$ cat config.mk
export PLATFORM = sky130hd
export DESIGN_NAME = ram_2port_bist
export DESIGN_NICKNAME = d
export VERILOG_FILES = /design/src/rtl/ram_2port_bist_pkg.sv /design/src/rtl/ram_sdp.sv /design/src/rtl/ram_2port_bist.sv
export SDC_FILE = /design/constraint.sdc
export NUM_CORES = 1
export LEC_CHECK = 0
export ABC_AREA = 1
export CAP_MARGIN = 20
export CORE_AREA = 2 2 145 175
export DETAILED_ROUTE_END_ITERATION = 16
export DIE_AREA = 0 0 147 177
export PLACE_DENSITY = 0.74
export SYNTH_ARGS = -nofsm -noshare
export SYNTH_HDL_FRONTEND = slang
export SYNTH_HIERARCHICAL = 1
export SYNTH_SLANG_ARGS = --single-unit
$ cat constraint.sdc
create_clock -name sys_clk -period 5.4 [get_ports sys_clk]
set_input_delay 1.08 -clock sys_clk [delete_from_list [all_inputs] [get_ports sys_clk]]
set_output_delay 1.08 -clock sys_clk [all_outputs]
set_load 0.02 [all_outputs]
$ cat src/rtl/ram_2port_bist_pkg.sv
// Shared definitions for the dual-port RAM built-in self-test: FSM state
// encodings, data-pattern mode codes and the pass-count width.
package ram_2port_bist_pkg;

    typedef enum logic [2:0] {
        ST_IDLE,
        ST_WRITE,
        ST_READ,
        ST_DRAIN,
        ST_DONE
    } state_t;

    // Pattern selector codes; the unused code 2'b11 behaves like PAT_ADDR.
    localparam logic [1:0] PAT_ADDR  = 2'b00;
    localparam logic [1:0] PAT_NADDR = 2'b01;
    localparam logic [1:0] PAT_CHK   = 2'b10;

    localparam int PASS_W = 4;

endpackage

$ cat src/rtl/ram_sdp.sv
// Inferred simple dual-port RAM: one write port, one read port with a
// registered output (1-cycle read latency).
module ram_sdp #(
    parameter int DATA_W = 8,
    parameter int ADDR_W = 5
) (
    input  logic              clk,
    input  logic              we,
    input  logic [ADDR_W-1:0] waddr,
    input  logic [DATA_W-1:0] wdata,
    input  logic [ADDR_W-1:0] raddr,
    output logic [DATA_W-1:0] rdata
);

    logic [DATA_W-1:0] mem [2**ADDR_W];

    // Synchronous write and registered read.
    // NOTE: the array has no reset so it maps onto block RAM; contents are undefined until written.
    always_ff @(posedge clk) begin
        if (we) begin
            mem[waddr] <= wdata;
        end
        rdata <= mem[raddr];
    end

endmodule

$ cat src/rtl/ram_2port_bist.sv
// Self-test wrapper for a simple dual-port RAM: writes a selectable pattern
// on port A, reads it back on port B, and logs mismatches across a
// programmable number of passes.
module ram_2port_bist
    import ram_2port_bist_pkg::*;
#(
    parameter int DATA_W = 8,
    parameter int ADDR_W = 5,
    parameter int ERR_W  = 8
) (
    input  logic              sys_clk,
    input  logic              sys_rst,
    input  logic              start,
    input  logic [1:0]        mode,
    input  logic [PASS_W-1:0] passes,
    input  logic              err_inj,
    output logic              busy,
    output logic              done,
    output logic              pass_ok,
    output logic [ERR_W-1:0]  err_cnt,
    output logic [ADDR_W-1:0] first_err_addr
);

    state_t              state;
    logic [1:0]          mode_q;
    logic [PASS_W-1:0]   pass_tgt;
    logic [PASS_W-1:0]   pass_idx;
    logic [ADDR_W-1:0]   addr;
    logic [DATA_W-1:0]   exp_word;
    logic [DATA_W-1:0]   ram_wdata;
    logic [DATA_W-1:0]   ram_rdata;
    logic                ram_we;
    logic                inj_bit;
    logic                cmp_valid;
    logic [ADDR_W-1:0]   cmp_addr;
    logic [DATA_W-1:0]   cmp_exp;
    logic                mismatch;

    // Base pattern for one address, before the per-pass inversion.
    function automatic logic [DATA_W-1:0] pat_word(input logic [1:0] m,
                                                   input logic [ADDR_W-1:0] a);
        logic [DATA_W-1:0] a_ext;
        logic [DATA_W-1:0] chk;
        a_ext = DATA_W'(a);
        for (int i = 0; i < DATA_W; i++) begin
            chk[i] = (i % 2 == 0) ^ a[0];
        end
        case (m)
            PAT_ADDR:  pat_word = a_ext;
            PAT_NADDR: pat_word = ~a_ext;
            PAT_CHK:   pat_word = chk;
            default:   pat_word = a_ext;
        endcase
    endfunction

    // Pattern generator, write-data error injection and read-back compare.
    // NOTE: every output gets a value on every path, so no latch can be inferred.
    always_comb begin
        exp_word  = pat_word(mode_q, addr) ^ {DATA_W{pass_idx[0]}};
        inj_bit   = err_inj && (pass_idx == '0) && (addr == '0);
        ram_we    = (state == ST_WRITE);
        ram_wdata = exp_word ^ DATA_W'(inj_bit);
        mismatch  = cmp_valid && (ram_rdata != cmp_exp);
    end

    ram_sdp #(
        .DATA_W (DATA_W),
        .ADDR_W (ADDR_W)
    ) u_ram (
        .clk   (sys_clk),
        .we    (ram_we),
        .waddr (addr),
        .wdata (ram_wdata),
        .raddr (addr),
        .rdata (ram_rdata)
    );

    // Test sequencer: FSM, counters, compare pipeline and error logging.
    // NOTE: all state updates are non-blocking so every flop samples pre-edge values.
    always_ff @(posedge sys_clk) begin
        if (sys_rst) begin
            state          <= ST_IDLE;
            busy           <= 1'b0;
            done           <= 1'b0;
            pass_ok        <= 1'b0;
            err_cnt        <= '0;
            first_err_addr <= '0;
            mode_q         <= PAT_ADDR;
            pass_tgt       <= '0;
            pass_idx       <= '0;
            addr           <= '0;
            cmp_valid      <= 1'b0;
            cmp_addr       <= '0;
            cmp_exp        <= '0;
        end else begin
            done      <= 1'b0;
            cmp_valid <= 1'b0;

            if (mismatch) begin
                if (err_cnt == '0) begin
                    first_err_addr <= cmp_addr;
                end
                if (err_cnt != '1) begin
                    err_cnt <= err_cnt + ERR_W'(1);
                end
            end

            case (state)
                ST_IDLE: begin
                    if (start) begin
                        mode_q         <= mode;
                        pass_tgt       <= (passes == '0) ? PASS_W'(1) : passes;
                        pass_idx       <= '0;
                        addr           <= '0;
                        err_cnt        <= '0;
                        first_err_addr <= '0;
                        pass_ok        <= 1'b0;
                        busy           <= 1'b1;
                        state          <= ST_WRITE;
                    end
                end
                ST_WRITE: begin
                    addr <= addr + ADDR_W'(1);
                    if (addr == '1) begin
                        state <= ST_READ;
                    end
                end
                ST_READ: begin
                    cmp_valid <= 1'b1;
                    cmp_addr  <= addr;
                    cmp_exp   <= exp_word;
                    addr      <= addr + ADDR_W'(1);
                    if (addr == '1) begin
                        state <= ST_DRAIN;
                    end
                end
                ST_DRAIN: begin
                    if (pass_idx + PASS_W'(1) == pass_tgt) begin
                        busy    <= 1'b0;
                        done    <= 1'b1;
                        pass_ok <= (err_cnt == '0) && !mismatch;
                        state   <= ST_DONE;
                    end else begin
                        pass_idx <= pass_idx + PASS_W'(1);
                        state    <= ST_WRITE;
                    end
                end
                ST_DONE: begin
                    state <= ST_IDLE;
                end
                default: begin
                    state <= ST_IDLE;
                end
            endcase
        end
    end

endmodule

==> results_dict.tcl <==
set metrics [dict create \
    fp-row-count 63 \
    grt_usage 0.2336 \
    root_buffer "clkbuf_16" \
    antenna_left 0 \
    setup_viol 0 \
    status "finished, final reports clean" \
    intPower_w 0.004678 \
    grt_pass1_vias 9057 \
    r2r-start "addr[0]" \
    grt_setup_unrepaired "false" \
    postCtsHoldBufs 0 \
    ys_seq_area_frac 0.6560 \
    hold_viol 0 \
    htree_levels 1 \
    nNetsFinal 1348 \
    synth_warnings 6 \
    post_drt_wl_per_cell_um 18.10 \
    drive_gt1_frac 0.06662 \
    synth_area_um2 13400 \
    cts_resized 0 \
    crit_chain "clkinv_2 > buf_4 > nand2_1 > nand3_1 > nand3_1 > nand2_1 > nand2_1 > nand2_1 > nand2_1 > nand2_1" \
    synth_nets 1336 \
    pwr_density_cell_nw_per_um2 478.3 \
    p_total_w 0.007039 \
    die_h_um 177 \
    slew-limit-headroom 0.4112 \
    min_path_cells 2 \
    vias 9420 \
    synth_area_per_cell_um2 10.17 \
    hold_path_class "reg2reg" \
    viasPerCell 5.621 \
    ys.flop_type "edfxtp_1" \
    synth-async-reset-ratio 0 \
    utilization 0.6023 \
    wirelength_um 30330 \
    placed_cell_area_um2 13760 \
    finalCriticalPeriod_ns 3.332 \
    ys_ff_latch 311 \
    fmax_mhz 300.2 \
    io_buffers 25 \
    p_comb_frac 0.263 \
    die_area_um2 26020 \
    ir_worst_vdd_mv 0.4112 \
    clk_path_buf_depth 3 \
    cts_tree "yes" \
    syn_inst 1317 \
    die_w_um 147 \
    place_congestion 0.8968 \
    grt_max_degree 82 \
    slowest_stage "dfxtp_4" \
    dr.pass1.iters 6 \
    finalClockSkew_ns 0.01593 \
    synth-edff-count 256 \
    fin_tns_setup_ns 0 \
    drcViolationCount 0 \
    slew_viol_final 0 \
    postCtsSetupRepairBufs 0 \
    worst_pin_slew_ns 0.8832 \
    cp.required_ns 5.83 \
    slowest_delay_ns 0.88 \
    syn_to_final_growth_pct 9.853 \
    dpl.hpwl_um 18020 \
    core_area_um2 24440 \
    netSwitchingFraction 0.3354 \
    cap_violations 0 \
    design_area_um2 14720 \
    cts_sinks 311 \
    min_from "cmp_addr[1]" \
    switching_power_w 0.002361 \
    hold_path_end "cmp_addr[1]" \
    fin_crit_sh 0.6170 \
    power_frac_clock 0.277 \
    r2r_slack_ns 2.07 \
    grt_pass1_wl_um 47630 \
    synth_cell_type_count 34 \
    rr_worst_depth 10 \
    io_pins 26 \
    drt_iter0_markers 968 \
    start_util 0.5483 \
    clkTransAtPathRegs_ns 0.06 \
    startpoint_type "flop" \
    antennaDiodeCount 0 \
    crit_top_cell "nand2_1" \
    p_leak_nw 5.580 \
    rr_endpoint "u_ram/rdata[6]" \
    worstSetupEndpointType "flop" \
    grt_antenna_before_repair 0 \
    critPathMaxFanout 81 \
    worstSkewPairLatency_ns 0.55 \
    timing.hold.ws_ns 0.4553 \
    pwr-share-seq 0.461 \
    cts_made_buffers 29 \
    grt_overflow_total 0 \
    path_class "reg2reg" \
    arrival_ns 3.76 \
]
[layout by cell type (no fill, tap or decap), drive strengths merged]
cell type	instances
inv	83
clkinvlp	2
a21oi	30
nor3	2
xnor2	3
edfxtp	256
or2	2
nor2	73
nand3	229
nand4	8
clkdlybuf4s50	25
nor4	2
clkinv	12
ha	9
buf	15
nand2	464
xor2	9
o211ai	2
nand3b	1
dfxtp	55
clkbuf	39
bufinv	1
o21ai	29
[through the flow]
step	setup slack, ns	instances
floorplan	2.281	1317
global placement	2.246	1621
detailed placement	2.166	1621
CTS	2.113	1674
global route	1.807	1676
finish	2.068	1676
[cells by family (layout without fill, tap and decap cells)]
kind of cell / Yosys count / count (layout) / synth area share
flops: 311 / 311 / 0.6560
compound gates: 61 / 61 / 0.02344
fa+ha+maj: 9 / 9 / 0.008405
xor+xnor: 12 / 12 / 0.007845
buf+inv: 143 / 177 / 0.05697
simple gates: 781 / 781 / 0.2474
[how the worst max path moves through the flow]
stage | from | end | slack [ns]
detailed placement | addr[0] | u_ram/rdata[7] | 2.17
global route | addr[0] | u_ram/rdata[6] | 1.81
finish | addr[0] | u_ram/rdata[6] | 2.07
global placement | sys_rst | err_cnt[0] | 2.25
CTS | addr[0] | u_ram/rdata[6] | 2.11
floorplan | mode_q[0] | u_ram/mem[0][5] | 2.28
[power by group through the flow]
stage / registers (W) / logic, W / clock network [W]
finish: 0.00324 / 0.00185 / 0.00195
global route: 0.00326 / 0.00205 / 0.00207
CTS: 0.00325 / 0.00180 / 0.00198
detailed placement: 0.00329 / 0.00179 / 0
global placement: 0.00329 / 0.00174 / 0
floorplan: 0.00321 / 0.00132 / 0
[registers in the layout, indices dropped and copies added (netlist names)]
signal and count:
u_ram/mem 256, cmp_addr 5, mode_q 2, u_ram/rdata 8, busy 1, pass_ok 1, err_cnt 8, addr 5
pass_idx 4, cmp_exp 7, done 1, state 3, pass_tgt 4, cmp_valid 1, first_err_addr 5
[metal layers]
layer / track usage / part of all wire
met1: 0.3079 / 0.40
met2: 0.4061 / 0.50
met3: 0.02680 / 0.067
met4: 0.08093 / 0.030
met5: 0 / 0
[worst max-delay path, delay by kind of cell, from the launching register on]
| family | cells | cell delay (ns) |
|---|---|---|
| flops | 1 | 0.88 |
| simple gates | 8 | 0.84 |
| buf+inv | 2 | 1.44 |
[cells in the mapped netlist (2+ instances only)]
library cell / number / area share
inv_2: 9 / 0.0025
xor2_1: 9 / 0.0059
nand3_1: 226 / 0.084
buf_2: 18 / 0.0067
nand4_1: 8 / 0.0037
nand2_1: 456 / 0.13
edfxtp_1: 256 / 0.57
xnor2_1: 3 / 0.0020
nand3_2: 3 / 0.0022
buf_6: 25 / 0.021
buf_1: 2 / 0.00056
dfxtp_1: 55 / 0.082
clkbuf_1: 9 / 0.0025
nor2_1: 71 / 0.020
ha_1: 9 / 0.0084
o21ai_0: 22 / 0.0082
nand2_4: 2 / 0.0017
nor4_1: 2 / 0.00093
a21oi_1: 29 / 0.011
o21ai_1: 7 / 0.0026
o211ai_1: 2 / 0.0011
nand2_2: 6 / 0.0028
inv_1: 74 / 0.021
buf_4: 4 / 0.0022
[cell type report]
type / count / area, µm²
repair buffers: 40 / 390.4
flip-flops and latches: 311 / 8793
inverters: 84 / 316.6
fillers: 1994 / 9718
well taps: 325 / 406.6
clock buffers: 39 / 804.5
multi-input cells: 863 / 3895
clock inverters: 14 / 111.4
Note: power is estimated with default switching activity, not from simulation.
